### src/rtl/crc_job_initiator_if.sv
// Signal bundle between the CRC job initiator and its environment: job request,
// input-word stream, CRC register bus and result handshake.
interface crc_job_initiator_if #(
    parameter int WORD_SIZE = 32
);
    logic                 job_start;
    logic [31:0]          job_config;
    logic [7:0]           job_len;
    logic                 job_busy;

    logic [31:0]          din;
    logic                 din_valid;
    logic                 din_ready;

    logic                 bus_req;
    logic                 bus_wen;
    logic [WORD_SIZE-1:0] bus_addr;
    logic [WORD_SIZE-1:0] bus_wdata;
    logic [WORD_SIZE-1:0] bus_rdata;
    logic                 bus_ready;

    logic [31:0]          result;
    logic                 result_err;
    logic                 result_valid;
    logic                 result_ready;

    modport master (
        input  job_start, job_config, job_len,
        input  din, din_valid,
        input  bus_rdata, bus_ready,
        input  result_ready,
        output job_busy, din_ready,
        output bus_req, bus_wen, bus_addr, bus_wdata,
        output result, result_err, result_valid
    );

    modport slave (
        output job_start, job_config, job_len,
        output din, din_valid,
        output bus_rdata, bus_ready,
        output result_ready,
        input  job_busy, din_ready,
        input  bus_req, bus_wen, bus_addr, bus_wdata,
        input  result, result_err, result_valid
    );
endinterface

### src/rtl/crc_job_initiator.sv
// CRC job initiator: programs the CRC peripheral, streams input words, polls status and
// returns the output. Define POLI_CRC_TIMEOUT_EN to bound polling to POLL_MAX status reads.
// States: IDLE | WR_CFG, WR_CTRL setup writes | GET_DIN, WR_DIN word stream | POLL | RD_OUT | RESULT
module crc_job_initiator #(
    parameter int          WORD_SIZE = 32,
    parameter logic [31:0] BASE_ADDR = 32'h00ff0000,
    parameter int          POLL_MAX  = 1000
) (
    input logic                 CLK,
    input logic                 nRST,
    crc_job_initiator_if.master ctl
);
    localparam logic [WORD_SIZE-1:0] ADDR_CONTROL = WORD_SIZE'(BASE_ADDR + 32'h18);
    localparam logic [WORD_SIZE-1:0] ADDR_CONFIG  = WORD_SIZE'(BASE_ADDR + 32'h1C);
    localparam logic [WORD_SIZE-1:0] ADDR_STATUS  = WORD_SIZE'(BASE_ADDR + 32'h20);
    localparam logic [WORD_SIZE-1:0] ADDR_INPUT   = WORD_SIZE'(BASE_ADDR + 32'h24);
    localparam logic [WORD_SIZE-1:0] ADDR_OUTPUT  = WORD_SIZE'(BASE_ADDR + 32'h28);

    typedef enum logic [2:0] {
        IDLE,
        WR_CFG,
        WR_CTRL,
        GET_DIN,
        WR_DIN,
        POLL,
        RD_OUT,
        RESULT
    } state_t;

    state_t               state_q, state_d;
    logic [31:0]          cfg_q, cfg_d;
    logic [7:0]           len_q, len_d;
    logic [31:0]          word_q, word_d;
    logic                 bus_req_q, bus_req_d;
    logic                 bus_wen_q, bus_wen_d;
    logic [WORD_SIZE-1:0] bus_addr_q, bus_addr_d;
    logic [WORD_SIZE-1:0] bus_wdata_q, bus_wdata_d;
    logic                 din_ready_q, din_ready_d;
    logic                 job_busy_q, job_busy_d;
    logic [31:0]          result_q, result_d;
    logic                 result_err_q, result_err_d;
    logic                 result_valid_q, result_valid_d;
`ifdef POLI_CRC_TIMEOUT_EN
    localparam logic [15:0] POLL_LIMIT = 16'(POLL_MAX);
    logic [15:0]          poll_cnt_q, poll_cnt_d;
`endif

    // Each bus state raises the request from an idle bus and drops it on completion,
    // so consecutive accesses are always separated by at least one low cycle.
    always_comb begin
        state_d        = state_q;
        cfg_d          = cfg_q;
        len_d          = len_q;
        word_d         = word_q;
        bus_req_d      = bus_req_q;
        bus_wen_d      = bus_wen_q;
        bus_addr_d     = bus_addr_q;
        bus_wdata_d    = bus_wdata_q;
        din_ready_d    = din_ready_q;
        result_d       = result_q;
        result_err_d   = result_err_q;
        result_valid_d = result_valid_q;
`ifdef POLI_CRC_TIMEOUT_EN
        poll_cnt_d     = poll_cnt_q;
`endif

        case (state_q)
            IDLE: begin
                if (ctl.job_start) begin
                    cfg_d   = ctl.job_config;
                    len_d   = ctl.job_len;
                    state_d = WR_CFG;
`ifdef POLI_CRC_TIMEOUT_EN
                    poll_cnt_d = POLL_LIMIT;
`endif
                end
            end

            WR_CFG: begin
                if (!bus_req_q) begin
                    bus_req_d   = 1'b1;
                    bus_wen_d   = 1'b1;
                    bus_addr_d  = ADDR_CONFIG;
                    bus_wdata_d = WORD_SIZE'(cfg_q);
                end else if (ctl.bus_ready) begin
                    bus_req_d = 1'b0;
                    state_d   = WR_CTRL;
                end
            end

            WR_CTRL: begin
                if (!bus_req_q) begin
                    bus_req_d   = 1'b1;
                    bus_wen_d   = 1'b1;
                    bus_addr_d  = ADDR_CONTROL;
                    bus_wdata_d = WORD_SIZE'(32'h1);
                end else if (ctl.bus_ready) begin
                    bus_req_d = 1'b0;
                    if (len_q != 8'd0) begin
                        state_d     = GET_DIN;
                        din_ready_d = 1'b1;
                    end else begin
                        state_d = POLL;
                    end
                end
            end

            GET_DIN: begin
                if (ctl.din_valid && din_ready_q) begin
                    word_d      = ctl.din;
                    din_ready_d = 1'b0;
                    state_d     = WR_DIN;
                end
            end

            WR_DIN: begin
                if (!bus_req_q) begin
                    bus_req_d   = 1'b1;
                    bus_wen_d   = 1'b1;
                    bus_addr_d  = ADDR_INPUT;
                    bus_wdata_d = WORD_SIZE'(word_q);
                end else if (ctl.bus_ready) begin
                    bus_req_d = 1'b0;
                    len_d     = len_q - 8'd1;
                    if (len_q == 8'd1) begin
                        state_d = POLL;
                    end else begin
                        state_d     = GET_DIN;
                        din_ready_d = 1'b1;
                    end
                end
            end

            POLL: begin
                if (!bus_req_q) begin
                    bus_req_d   = 1'b1;
                    bus_wen_d   = 1'b0;
                    bus_addr_d  = ADDR_STATUS;
                    bus_wdata_d = '0;
                end else if (ctl.bus_ready) begin
                    bus_req_d = 1'b0;
                    if (!ctl.bus_rdata[0]) begin
                        state_d = RD_OUT;
`ifdef POLI_CRC_TIMEOUT_EN
                    end else if (poll_cnt_q <= 16'd1) begin
                        state_d        = RESULT;
                        result_d       = 32'hDEAD_BEEF;
                        result_err_d   = 1'b1;
                        result_valid_d = 1'b1;
                    end else begin
                        poll_cnt_d = poll_cnt_q - 16'd1;
`endif
                    end
                end
            end

            RD_OUT: begin
                if (!bus_req_q) begin
                    bus_req_d   = 1'b1;
                    bus_wen_d   = 1'b0;
                    bus_addr_d  = ADDR_OUTPUT;
                    bus_wdata_d = '0;
                end else if (ctl.bus_ready) begin
                    bus_req_d      = 1'b0;
                    result_d       = 32'(ctl.bus_rdata);
                    result_err_d   = 1'b0;
                    result_valid_d = 1'b1;
                    state_d        = RESULT;
                end
            end

            RESULT: begin
                if (ctl.result_ready) begin
                    result_valid_d = 1'b0;
                    state_d        = IDLE;
                end
            end

            default: state_d = IDLE;
        endcase

        job_busy_d = (state_d != IDLE);
    end

    always_ff @(posedge CLK or negedge nRST) begin
        if (!nRST) begin
            state_q        <= IDLE;
            cfg_q          <= '0;
            len_q          <= '0;
            word_q         <= '0;
            bus_req_q      <= 1'b0;
            bus_wen_q      <= 1'b0;
            bus_addr_q     <= '0;
            bus_wdata_q    <= '0;
            din_ready_q    <= 1'b0;
            job_busy_q     <= 1'b0;
            result_q       <= '0;
            result_err_q   <= 1'b0;
            result_valid_q <= 1'b0;
`ifdef POLI_CRC_TIMEOUT_EN
            poll_cnt_q     <= '0;
`endif
        end else begin
            state_q        <= state_d;
            cfg_q          <= cfg_d;
            len_q          <= len_d;
            word_q         <= word_d;
            bus_req_q      <= bus_req_d;
            bus_wen_q      <= bus_wen_d;
            bus_addr_q     <= bus_addr_d;
            bus_wdata_q    <= bus_wdata_d;
            din_ready_q    <= din_ready_d;
            job_busy_q     <= job_busy_d;
            result_q       <= result_d;
            result_err_q   <= result_err_d;
            result_valid_q <= result_valid_d;
`ifdef POLI_CRC_TIMEOUT_EN
            poll_cnt_q     <= poll_cnt_d;
`endif
        end
    end

    assign ctl.job_busy     = job_busy_q;
    assign ctl.din_ready    = din_ready_q;
    assign ctl.bus_req      = bus_req_q;
    assign ctl.bus_wen      = bus_wen_q;
    assign ctl.bus_addr     = bus_addr_q;
    assign ctl.bus_wdata    = bus_wdata_q;
    assign ctl.result       = result_q;
    assign ctl.result_err   = result_err_q;
    assign ctl.result_valid = result_valid_q;
endmodule

### src/flat_wrapper.sv
// flat-port wrapper written by rule: the top's interface ports become plain ports
module crc_job_initiator_flat 
#(
    parameter int          WORD_SIZE = 32,
    parameter logic [31:0] BASE_ADDR = 32'h00ff0000,
    parameter int          POLL_MAX  = 1000
)
  (CLK, nRST, ctl_job_start, ctl_job_config, ctl_job_len, ctl_din, ctl_din_valid, ctl_bus_rdata, ctl_bus_ready, ctl_result_ready, ctl_job_busy, ctl_din_ready, ctl_bus_req, ctl_bus_wen, ctl_bus_addr, ctl_bus_wdata, ctl_result, ctl_result_err, ctl_result_valid);
  crc_job_initiator_if #(.WORD_SIZE(WORD_SIZE)) ctl_i ();
  input logic CLK;
  input logic nRST;
  input wire logic [$bits(ctl_i.job_start)-1:0] ctl_job_start;
  input wire logic [$bits(ctl_i.job_config)-1:0] ctl_job_config;
  input wire logic [$bits(ctl_i.job_len)-1:0] ctl_job_len;
  input wire logic [$bits(ctl_i.din)-1:0] ctl_din;
  input wire logic [$bits(ctl_i.din_valid)-1:0] ctl_din_valid;
  input wire logic [$bits(ctl_i.bus_rdata)-1:0] ctl_bus_rdata;
  input wire logic [$bits(ctl_i.bus_ready)-1:0] ctl_bus_ready;
  input wire logic [$bits(ctl_i.result_ready)-1:0] ctl_result_ready;
  output wire logic [$bits(ctl_i.job_busy)-1:0] ctl_job_busy;
  output wire logic [$bits(ctl_i.din_ready)-1:0] ctl_din_ready;
  output wire logic [$bits(ctl_i.bus_req)-1:0] ctl_bus_req;
  output wire logic [$bits(ctl_i.bus_wen)-1:0] ctl_bus_wen;
  output wire logic [$bits(ctl_i.bus_addr)-1:0] ctl_bus_addr;
  output wire logic [$bits(ctl_i.bus_wdata)-1:0] ctl_bus_wdata;
  output wire logic [$bits(ctl_i.result)-1:0] ctl_result;
  output wire logic [$bits(ctl_i.result_err)-1:0] ctl_result_err;
  output wire logic [$bits(ctl_i.result_valid)-1:0] ctl_result_valid;
  assign ctl_i.job_start = ctl_job_start;
  assign ctl_i.job_config = ctl_job_config;
  assign ctl_i.job_len = ctl_job_len;
  assign ctl_i.din = ctl_din;
  assign ctl_i.din_valid = ctl_din_valid;
  assign ctl_i.bus_rdata = ctl_bus_rdata;
  assign ctl_i.bus_ready = ctl_bus_ready;
  assign ctl_i.result_ready = ctl_result_ready;
  assign ctl_job_busy = ctl_i.job_busy;
  assign ctl_din_ready = ctl_i.din_ready;
  assign ctl_bus_req = ctl_i.bus_req;
  assign ctl_bus_wen = ctl_i.bus_wen;
  assign ctl_bus_addr = ctl_i.bus_addr;
  assign ctl_bus_wdata = ctl_i.bus_wdata;
  assign ctl_result = ctl_i.result;
  assign ctl_result_err = ctl_i.result_err;
  assign ctl_result_valid = ctl_i.result_valid;
  crc_job_initiator #(.WORD_SIZE(WORD_SIZE), .BASE_ADDR(BASE_ADDR), .POLL_MAX(POLL_MAX)) u_core (.CLK(CLK), .nRST(nRST), .ctl(ctl_i));
endmodule
### config.mk
export PLATFORM = sky130hd
export DESIGN_NAME = crc_job_initiator_flat
export DESIGN_NICKNAME = d
export VERILOG_FILES = /design/src/rtl/crc_job_initiator_if.sv /design/src/rtl/crc_job_initiator.sv /design/src/flat_wrapper.sv
export SDC_FILE = /design/constraint.sdc
export NUM_CORES = 1
export LEC_CHECK = 0
export ABC_AREA = 1
export BUFFER_PORTS_ARGS = -buffer_cell sky130_fd_sc_hd__buf_2
export CAP_MARGIN = 20
export CORE_MARGIN = 4
export CORE_UTILIZATION = 50
export CTS_BUF_LIST = sky130_fd_sc_hd__clkbuf_4 sky130_fd_sc_hd__clkbuf_8
export CTS_CLUSTER_DIAMETER = 80
export CTS_CLUSTER_SIZE = 16
export DETAILED_ROUTE_END_ITERATION = 6
export GPL_ROUTABILITY_DRIVEN = 1
export PLACE_DENSITY_LB_ADDON = 0.25
export RECOVER_POWER = 25
export SYNTH_ARGS = -nofsm -noshare
export SYNTH_HDL_FRONTEND = slang
export SYNTH_SLANG_ARGS = --single-unit
### constraint.sdc
create_clock -name CLK -period 1.91 [get_ports CLK]
set_input_delay 0.191 -clock CLK [delete_from_list [all_inputs] [get_ports CLK]]
set_output_delay 0.191 -clock CLK [all_outputs]
set_load 0.05 [all_outputs]
==> metrics.cfg, run 1 <==
[floorplan]
core_area_um2 = 13200
fp.dieArea_um2 = 15300
die_w_um = 124
die_h_um = 124
io_pins = 212
start_util = 0.509
rows = 42

[place]
gp_congestion = 0.888
dp_hpwl_mm = 11.5
dpl-instance-area_um2 = 7760
port_buffers = 190

[drt]
antenna_left = 0
drt_first_pass_iters = 6
route.vias.total = 6060
via_per_inst = 4.78
finalWirelength_mm = 18.1
drt_iter0_markers = 310
wl_per_cell_um = 14.3
drc_errors = 0

[timing]
maxSlewViolCount = 0
rsz0062_at_grt = no
fmax_mhz = 582
period_needed_ps = 1720
final.period_utilization = 0.900
hold_viol = 0
setup_viol = 0
worstMarginPinSlew_ps = 1300
tns_ps = 0
max_slew_margin = 0.133
fin_skew_ps = 8.38

[synth]
synth_top_flop_cell = dfrtp_1
synth-edff-count = 0
synth_cell_types = 33
syn_area_per_cell_um2 = 8.31
syn-cell-area_um2 = 6710
seq_area_frac_synth = 0.556
synthArstFlopShare = 1.00
ys.warnings.count = 0
synth-seq-cells = 149
synth_cells = 807

[pwr]
swShare = 0.477
power.internal_w = 0.00789
p_switching_w = 0.00720
clock_power_share = 0.158
pwr-share-comb = 0.486
p_per_area_nw_per_um2 = 1660
vdd_drop_max_mv = 1.17
total_power_w = 0.0151
total_leakage_power_nw = 4.97
pwr-share-seq = 0.356

[worst_setup_path]
worstPathRequired_ps = 2290
crit_type = reg2reg
cpMostUsedCell = inv_2
cpPeakStageDelay_ps = 460
worst-r2r-setup-slack_ps = 190
end_kind = register
crit_chain = inv_2 > nand2_2 > nor2_4 > nor2_4 > inv_2 > nor2_8 > inv_2 > nand2_1 > nand2_1
crit_path_start_kind = register
rr_endpoint = u_core.ctl.bus_wdata[9]
critPathMaxFanout = 36
crit_buf_inv = 3
path_delay_family = buffers and inverters
reg2reg_from = u_core.state_q[1]
startpoint = u_core.state_q[1]
setup.worst_path.end = u_core.ctl.bus_wdata[9]
cp_slowest_cell = dfrtp_1
r2r_cells = 9
crit_cells = 9
cp.arrival_ps = 2100

[final_layout]
diodes = 0
final_util = 0.688
area_growth_pct = 35.2
drive_gt1_frac = 0.242
final_nets = 1195
final_area_um2 = 9070
fill_cells = 1032

[clock_network]
cts_tree = yes
clk_root_buffer_cell = clkbuf_8
cts_buffers = 17
clockBufferDepth = 2
clkLatencyLatePin_ps = 440
htreeDepth = 4
path_clk_slew_ps = 80
clock-sinks = 149

[run]
drv_cap = 0

[min_path]
hold_path_class = in2reg

[status]
status = finished clean

[global_routing]
antenna_found_initial = 0
overflow = 0
grt_max_degree = 49
grt_pass1_vias = 5919
grt_usage = 0.241
grt_pass1_wl_mm = 28.6

sequential cells by signal, indices dropped and copies added (netlist names):
signal,flops
u_core.ctl.bus_wen,1
u_core.ctl.bus_addr,5
u_core.ctl.bus_wdata,32
u_core.ctl.result,32
u_core.state_q,3
u_core.ctl.din_ready,1
u_core.len_q,8
u_core.cfg_q,32
u_core.ctl.job_busy,1
u_core.ctl.result_valid,1
u_core.word_q,32
u_core.ctl.bus_req,1
kinds of logic after synthesis:
family | share of synthesized area
AOI/OAI and AO/OA | 0.0690
adders and majority gates | 0.00560
buffers and inverters | 0.0901
DFF | 0.556
muxes | 0.0134
other | 0.000559
and+or+nand+nor | 0.266
how the worst min path moves through the flow:
stage,start,endpoint,slack (ps),depth (start not counted)
final,ctl_job_config[8],u_core.cfg_q[8],20,3
after global routing,ctl_job_config[8],u_core.cfg_q[8],20,3
after CTS,ctl_job_len[1],u_core.len_q[1],4,3
after detailed placement,nRST,u_core.ctl.result[6],170,1
after global placement,nRST,u_core.ctl.result[30],170,1
after floorplan,nRST,u_core.cfg_q[0],-100,0
layer usage:
layer  up-vias  GRT usage  wire (um)
met5         -          0          0
met4         0      0.102        419
met3        36     0.0613       1460
met2       246      0.394       8720
met1      2782      0.303       7520
li1       2996          -          -
repair_timing:
item                                    in CTS  in global routing
hold buffers                                93                  0
endpoints found under the setup margin       0                  1
gates resized for setup                      0                  1
setup buffers                                0                  0
endpoints found under the hold margin      137                  0
area by class of cell:
class | instances | area (um^2) | share of cell area
Sequential cell | 149 | 3730 | 0.411
Timing Repair Buffer | 298 | 2080 | 0.230
Clock inverter | 9 | 104 | 0.0114
Tap cell | 176 | 220 | 0.0243
Inverter | 54 | 203 | 0.0223
Multi-Input combinational cell | 562 | 2460 | 0.271
Clock buffer | 21 | 277 | 0.0305
power groups by stage:
| stage | Clock (W) | Combinational, W | Sequential, W |
|---|---|---|---|
| 2_1_floorplan | 0 | 0.00324 | 0.00752 |
| 3_3_place_gp | 0 | 0.00703 | 0.00538 |
| 3_5_place_dp | 0 | 0.00718 | 0.00540 |
| 4_1_cts | 0.00244 | 0.00733 | 0.00536 |
| 5_1_grt | 0.00259 | 0.00807 | 0.00553 |
| 6_report | 0.00238 | 0.00733 | 0.00538 |
synth_stat cells, types with 2 or more instances:
| library cell | instances | area (um^2) |
|---|---|---|
| a21oi_1 | 25 | 125 |
| a22o_1 | 7 | 61.3 |
| a22oi_1 | 2 | 15.0 |
| buf_2 | 26 | 130 |
| buf_4 | 30 | 225 |
| buf_6 | 3 | 33.8 |
| clkbuf_1 | 2 | 7.51 |
| dfrtp_1 | 149 | 3730 |
| ha_1 | 3 | 37.5 |
| inv_1 | 42 | 158 |
| inv_2 | 12 | 45.0 |
| mux2_1 | 2 | 22.5 |
| mux2_2 | 6 | 67.6 |
| nand2_1 | 358 | 1340 |
| nand2_2 | 4 | 25.0 |
| nand3_1 | 15 | 75.1 |
| nand4_1 | 4 | 25.0 |
| nor2_1 | 55 | 206 |
| nor2_4 | 5 | 56.3 |
| nor3_1 | 2 | 10.0 |
| o21a_1 | 2 | 15.0 |
| o21ai_0 | 40 | 200 |
| o21ai_1 | 2 | 10.0 |
| or2_2 | 2 | 12.5 |
placed cells by master (no fill, tap or decap), types with 3 or more instances in the layout:
cell type	instances
clkbuf_8	19
inv_2	12
nand2_2	3
mux2_2	6
buf_12	7
ha_1	3
dfrtp_1	149
a21oi_1	25
nand4_1	4
nand2_1	358
buf_4	8
clkinv_2	4
a22o_1	7
conb_1	21
o21ai_0	40
buf_2	189
dlygate4sd3_1	93
nor2_4	5
inv_1	42
nand3_1	15
nor2_1	55
worst reg2reg max path: stages, from the launching register on:
cell and delay [ps]:
dfrtp_1 460, inv_2 120, nand2_2 70, nor2_4 130, nor2_4 50, inv_2 90, nor2_8 40, inv_2 460
nand2_1 150, nand2_1 90
metrics by stage:
| stage | hold WS (ps) | instances | worst slack [ps] |
|---|---|---|---|
| after floorplan | -105 | 827 | 225 |
| final | 23.4 | 1269 | 190 |
| after global routing | 18.1 | 1269 | 8.76 |
| after detailed placement | 169 | 1146 | 207 |
| after global placement | 170 | 1146 | 230 |
| after CTS | 4.29 | 1269 | 192 |
Power figures use the tool's default switching activity.
==> run 2: changes to the inputs <==
--- a/config.mk
+++ b/config.mk
@@ -8,6 +8,7 @@
 export ABC_AREA = 1
 export BUFFER_PORTS_ARGS = -buffer_cell sky130_fd_sc_hd__buf_2
 export CAP_MARGIN = 20
+export CORE_ASPECT_RATIO = 0.6
 export CORE_MARGIN = 4
 export CORE_UTILIZATION = 50
 export CTS_BUF_LIST = sky130_fd_sc_hd__clkbuf_4 sky130_fd_sc_hd__clkbuf_8
@@ -17,6 +18,7 @@
 export GPL_ROUTABILITY_DRIVEN = 1
 export PLACE_DENSITY_LB_ADDON = 0.25
 export RECOVER_POWER = 25
+export REMOVE_ABC_BUFFERS = 1
 export SYNTH_ARGS = -nofsm -noshare
 export SYNTH_HDL_FRONTEND = slang
 export SYNTH_SLANG_ARGS = --single-unit
==> run 2 against run 1 <==
Compared with the run above:
- total power grew 4.4%
- cell count shrank 0.55%
- sequential power is essentially flat
- sequential share of layout area shrank 0.19 points
- clock skew grew 3.7 ps
- hold slack lost 8.9 ps
- die area grew 0.40%
- non-clock buffer count shrank 3
- via count grew 0.50%
- global-route usage grew 1.0 points
- final area grew 0.47%
- clock-buffer cell count shrank 4
- largest power group unchanged
- highest routed layer is now met5
==> metrics.cfg, run 2 (synthesis results as in run 1) <==
[timing]
rsz0062_at_grt = no
max_slew_margin = 0.226
fin_skew_ps = 12.0
fmax_mhz = 580
period_needed_ps = 1730
final.period_utilization = 0.903
maxSlewViolCount = 0
worstMarginPinSlew_ps = 1160
hold_ws_ps = 14.5
hold_viol = 0
setup_viol = 0

[worst_setup_path]
cp_slowest_cell = dfrtp_1
worst-r2r-setup-slack_ps = 180
worstPathRequired_ps = 2300
cp.arrival_ps = 2110
critPathMaxFanout = 19
cpMostUsedCell = nand2_1
crit_type = reg2reg
cpPeakStageDelay_ps = 580
crit_chain = nand2_1 > inv_2 > buf_4 > nand2_1 > o21ai_0 > nand2_1 > nand2_1
end_kind = register
crit_path_start_kind = register

[floorplan]
start_util = 0.517
rows = 32
io_pins = 212
core_area_um2 = 13000
fp.dieArea_um2 = 15400
die_w_um = 158
die_h_um = 97.7

[clock_network]
clockBufferDepth = 2
clkLatencyLatePin_ps = 440
path_clk_slew_ps = 80
htreeDepth = 4
clk_root_buffer_cell = clkbuf_8
cts_buffers = 17
clock-sinks = 149
cts_tree = yes
cts_setup_buffers = 0

[final_layout]
drive_gt1_frac = 0.245
layout_commonest_cell = nand2_1
fill_cells = 1034
diodes = 0
final_cell_mix = 358 x nand2_1, 189 x buf_2, 149 x dfrtp_1, 90 x dlygate4sd3_1, 55 x nor2_1
area_growth_pct = 35.8
final_util = 0.702
final_nets = 1192

[global_routing]
overflow = 0
grt_max_degree = 50
grt_pass1_wl_mm = 30.5
grt_pass1_vias = 5972
antenna_found_initial = 1
grt_usage = 0.251

[min_path]
hold_path_class = in2reg

[drt]
via_per_inst = 4.83
route.vias.total = 6090
wl_per_cell_um = 15.3
finalWirelength_mm = 19.3
drt_first_pass_iters = 6
drc_errors = 0
antenna_left = 0
drt_iter0_markers = 456

[place]
dp_hpwl_mm = 12.1
port_buffers = 190
gp_congestion = 0.854

[pwr]
total_leakage_power_nw = 4.99
vdd_drop_max_mv = 0.883
p_per_area_nw_per_um2 = 1730

[run]
drv_cap = 0

[status]
status = finished clean

run 2: path summary, 6_finish.rpt:
path                               startpoint                       end  depth (start not counted)
min in group asynchronous                nRST          u_core.cfg_q[22]                          2
hold / removal             ctl_job_config[29]          u_core.cfg_q[29]                          3
max in group asynchronous                nRST         u_core.word_q[29]                          3
hold reg to reg            u_core.ctl.bus_wen        u_core.ctl.bus_wen                          2
setup reg to reg            u_core.state_q[2]  u_core.ctl.bus_wdata[16]                          7
setup / recovery            u_core.state_q[2]  u_core.ctl.bus_wdata[16]                          7
run 2: cell type report:
class,count,area [um^2],area share
clock buffer,17,234,0.0257
clock inverter,15,250,0.0275
inverter,54,208,0.0228
multi-input combinational,562,2450,0.269
sequential,149,3730,0.409
tap,170,213,0.0233
timing repair buffer,295,2030,0.223
run 2: where the power goes:
part	internal, W	switching (W)	total, W
registers	0.00459	0.000806	0.00540
clock network	0.00170	0.00124	0.00294
logic	0.00206	0.00535	0.00742
run 2: per-stage QoR:
step | setup slack (ps) | power (W) | instances | area [um^2] | TNS [ps]
after floorplan | -1200 | 0.0105 | 765 | 6380 | -12540
final | 185 | 0.0158 | 1262 | 9110 | 0
after detailed placement | 187 | 0.0126 | 1140 | 7740 | 0
after CTS | 144 | 0.0158 | 1262 | 9130 | 0
after global placement | 210 | 0.0125 | 1140 | 7740 | 0
after global routing | 15.6 | 0.0168 | 1262 | 9110 | 0
run 2: critical path: cells and delay by family (launching register included):
kind	cells	cell delay, ps
flops	1	580
simple gates	4	420
buf+inv	2	560
compound gates	1	100
run 2: routing by layer:
layer  GRT usage  vias to the layer above  routed length, um
met5           0                        -                 13
met4      0.0793                        2                314
met3      0.0574                       30               1540
met2       0.393                      254               8920
met1       0.350                     2817               8520
li1            -                     2987                  -
run 2: repair_timing:
item | CTS | global route
hold buffers | 90 | 0
endpoints found under the setup margin | 0 | 25
endpoints found under the hold margin | 133 | 0
gates resized for setup | 0 | 4
==> run 3: changes to the inputs <==
--- a/config.mk
+++ b/config.mk
@@ -11,7 +11,6 @@
 export CORE_ASPECT_RATIO = 0.6
 export CORE_MARGIN = 4
 export CORE_UTILIZATION = 50
-export CTS_BUF_LIST = sky130_fd_sc_hd__clkbuf_4 sky130_fd_sc_hd__clkbuf_8
 export CTS_CLUSTER_DIAMETER = 80
 export CTS_CLUSTER_SIZE = 16
 export DETAILED_ROUTE_END_ITERATION = 6
==> run 3 against run 2 <==
Compared with the run above:
- hold slack lost 8.0 ps
- cell count shrank 2.7%
- sequential power is essentially flat
- non-clock buffer count shrank 34
- clock power grew 30%
- worst setup slack lost 12 ps
- critical path type unchanged
- critical endpoint is now u_core.ctl.bus_wdata[30]
- highest routed layer unchanged
==> metrics.cfg, run 3 (synthesis results as in run 1) <==
[pwr]
p_switching_w = 0.00749
p_per_area_nw_per_um2 = 1850
swShare = 0.452
total_leakage_power_nw = 4.94
total_power_w = 0.0166
pwr-share-comb = 0.443
vdd_drop_max_mv = 1.04
clock_power_share = 0.231
pwr-share-seq = 0.326
power.internal_w = 0.00908

[worst_setup_path]
crit_type = reg2reg
cp.arrival_ps = 2090
crit_chain = nand2_1 > inv_2 > buf_4 > nand2_1 > o21ai_0 > nand2_1 > nand2_1
end_kind = register
path_delay_family = flip-flops
crit_buf_inv = 2
cpMostUsedCell = nand2_1
cp_slowest_cell = dfrtp_1
cpPeakStageDelay_ps = 570
worstPathRequired_ps = 2260
critPathMaxFanout = 19
crit_path_start_kind = register

[floorplan]
io_pins = 212
rows = 32
die_w_um = 158
start_util = 0.517
core_area_um2 = 13000
fp.dieArea_um2 = 15400
die_h_um = 97.7

[min_path]
hold_path_class = in2reg

[drt]
wl_per_cell_um = 15.2
via_per_inst = 4.87
drc_errors = 0
drt_first_pass_iters = 4
finalWirelength_mm = 18.7
antenna_left = 0
drt_iter0_markers = 476
route.vias.total = 5976

[timing]
period_needed_ps = 1740
tns_ps = 0
fmax_mhz = 576
fin_skew_ps = 8.11
final.period_utilization = 0.910
maxSlewViolCount = 0
rsz0062_at_grt = no
hold_viol = 0
worstMarginPinSlew_ps = 1180
setup_viol = 0
max_slew_margin = 0.215

[final_layout]
final_nets = 1158
final_area_um2 = 8960
diodes = 0
area_growth_pct = 33.6
drive_gt1_frac = 0.252
final_cell_mix = 358 x nand2_1, 189 x buf_2, 149 x dfrtp_1, 56 x dlygate4sd3_1, 55 x nor2_1
fill_cells = 1044
layout_commonest_cell = nand2_1

[clock_network]
cts_buffers = 17
htreeDepth = 4
path_clk_slew_ps = 60
cts_setup_buffers = 0
cts_tree = yes
clock-sinks = 149
clkLatencyLatePin_ps = 410
clockBufferDepth = 2
clk_root_buffer_cell = clkbuf_16

[global_routing]
grt_pass1_vias = 5868
grt_pass1_wl_mm = 29.7
grt_usage = 0.245
antenna_found_initial = 2
grt_max_degree = 50
overflow = 0

[place]
dpl-instance-area_um2 = 7740
gp_congestion = 0.854
port_buffers = 190
dp_hpwl_mm = 12.1

[status]
status = finished clean

[run]
drv_cap = 0

run 3: cell count changes in the layout (fill, tap and decap cells not counted):
cell           previous run  this run
clkbuf_16                 0        17
clkbuf_8                 17         0
dlygate4sd3_1            90        56
run 3: stage by stage:
stage | setup slack [ps] | hold slack [ps] | utilization | instances
global placement | 210 | 148 | 0.597 | 1140
CTS | 176 | 0.0163 | 0.691 | 1227
finish | 173 | 6.51 | 0.691 | 1228
floorplan | -1200 | -105 | - | 765
detailed placement | 187 | 151 | 0.597 | 1140
global route | 25.6 | 4.42 | 0.691 | 1228
run 3: what timing repair did:
action	in CTS	in global routing
hold endpoints to repair	98	1
hold buffers	55	1
gates resized for setup	0	4
setup endpoints to repair	0	19
run 3: final cells by class:
cell class | instances | area, um^2 | share of cell area
repair buffers | 261 | 1690 | 0.188
flip-flops and latches | 149 | 3730 | 0.416
multi-input cells | 562 | 2450 | 0.273
clock inverters | 15 | 250 | 0.0279
well taps | 170 | 213 | 0.0237
clock buffers | 17 | 425 | 0.0475
inverters | 54 | 208 | 0.0232
run 3: metal layers:
layer,GRT usage,part of all wire
met1,0.340,0.45
met2,0.376,0.45
met3,0.0641,0.083
met4,0.0813,0.019
met5,0,0.0014
run 3: path summary, 6_finish.rpt:
check	from	end	slack, ps	cells after the start
min reg2reg	u_core.ctl.bus_wen	u_core.ctl.bus_wen	470	2
min in group asynchronous	nRST	u_core.cfg_q[22]	550	2
max in group asynchronous	nRST	u_core.ctl.result[21]	340	3
max	u_core.state_q[2]	u_core.ctl.bus_wdata[30]	170	7
min	ctl_bus_rdata[27]	u_core.ctl.result[27]	7	3
max reg2reg	u_core.state_q[2]	u_core.ctl.bus_wdata[30]	170	7
run 3: worst min-delay path, delay by kind of cell:
kind,cells,cell delay (ps)
buffers and inverters,1,80
AND/OR/NAND/NOR,2,120
run 3: power groups by stage:
stage / sequential (W) / clock [W] / combinational (W)
floorplan: 0.00755 / 0 / 0.00293
global placement: 0.00542 / 0 / 0.00710
detailed placement: 0.00541 / 0 / 0.00724
CTS: 0.00538 / 0.00388 / 0.00735
global route: 0.00556 / 0.00404 / 0.00805
finish: 0.00541 / 0.00383 / 0.00734
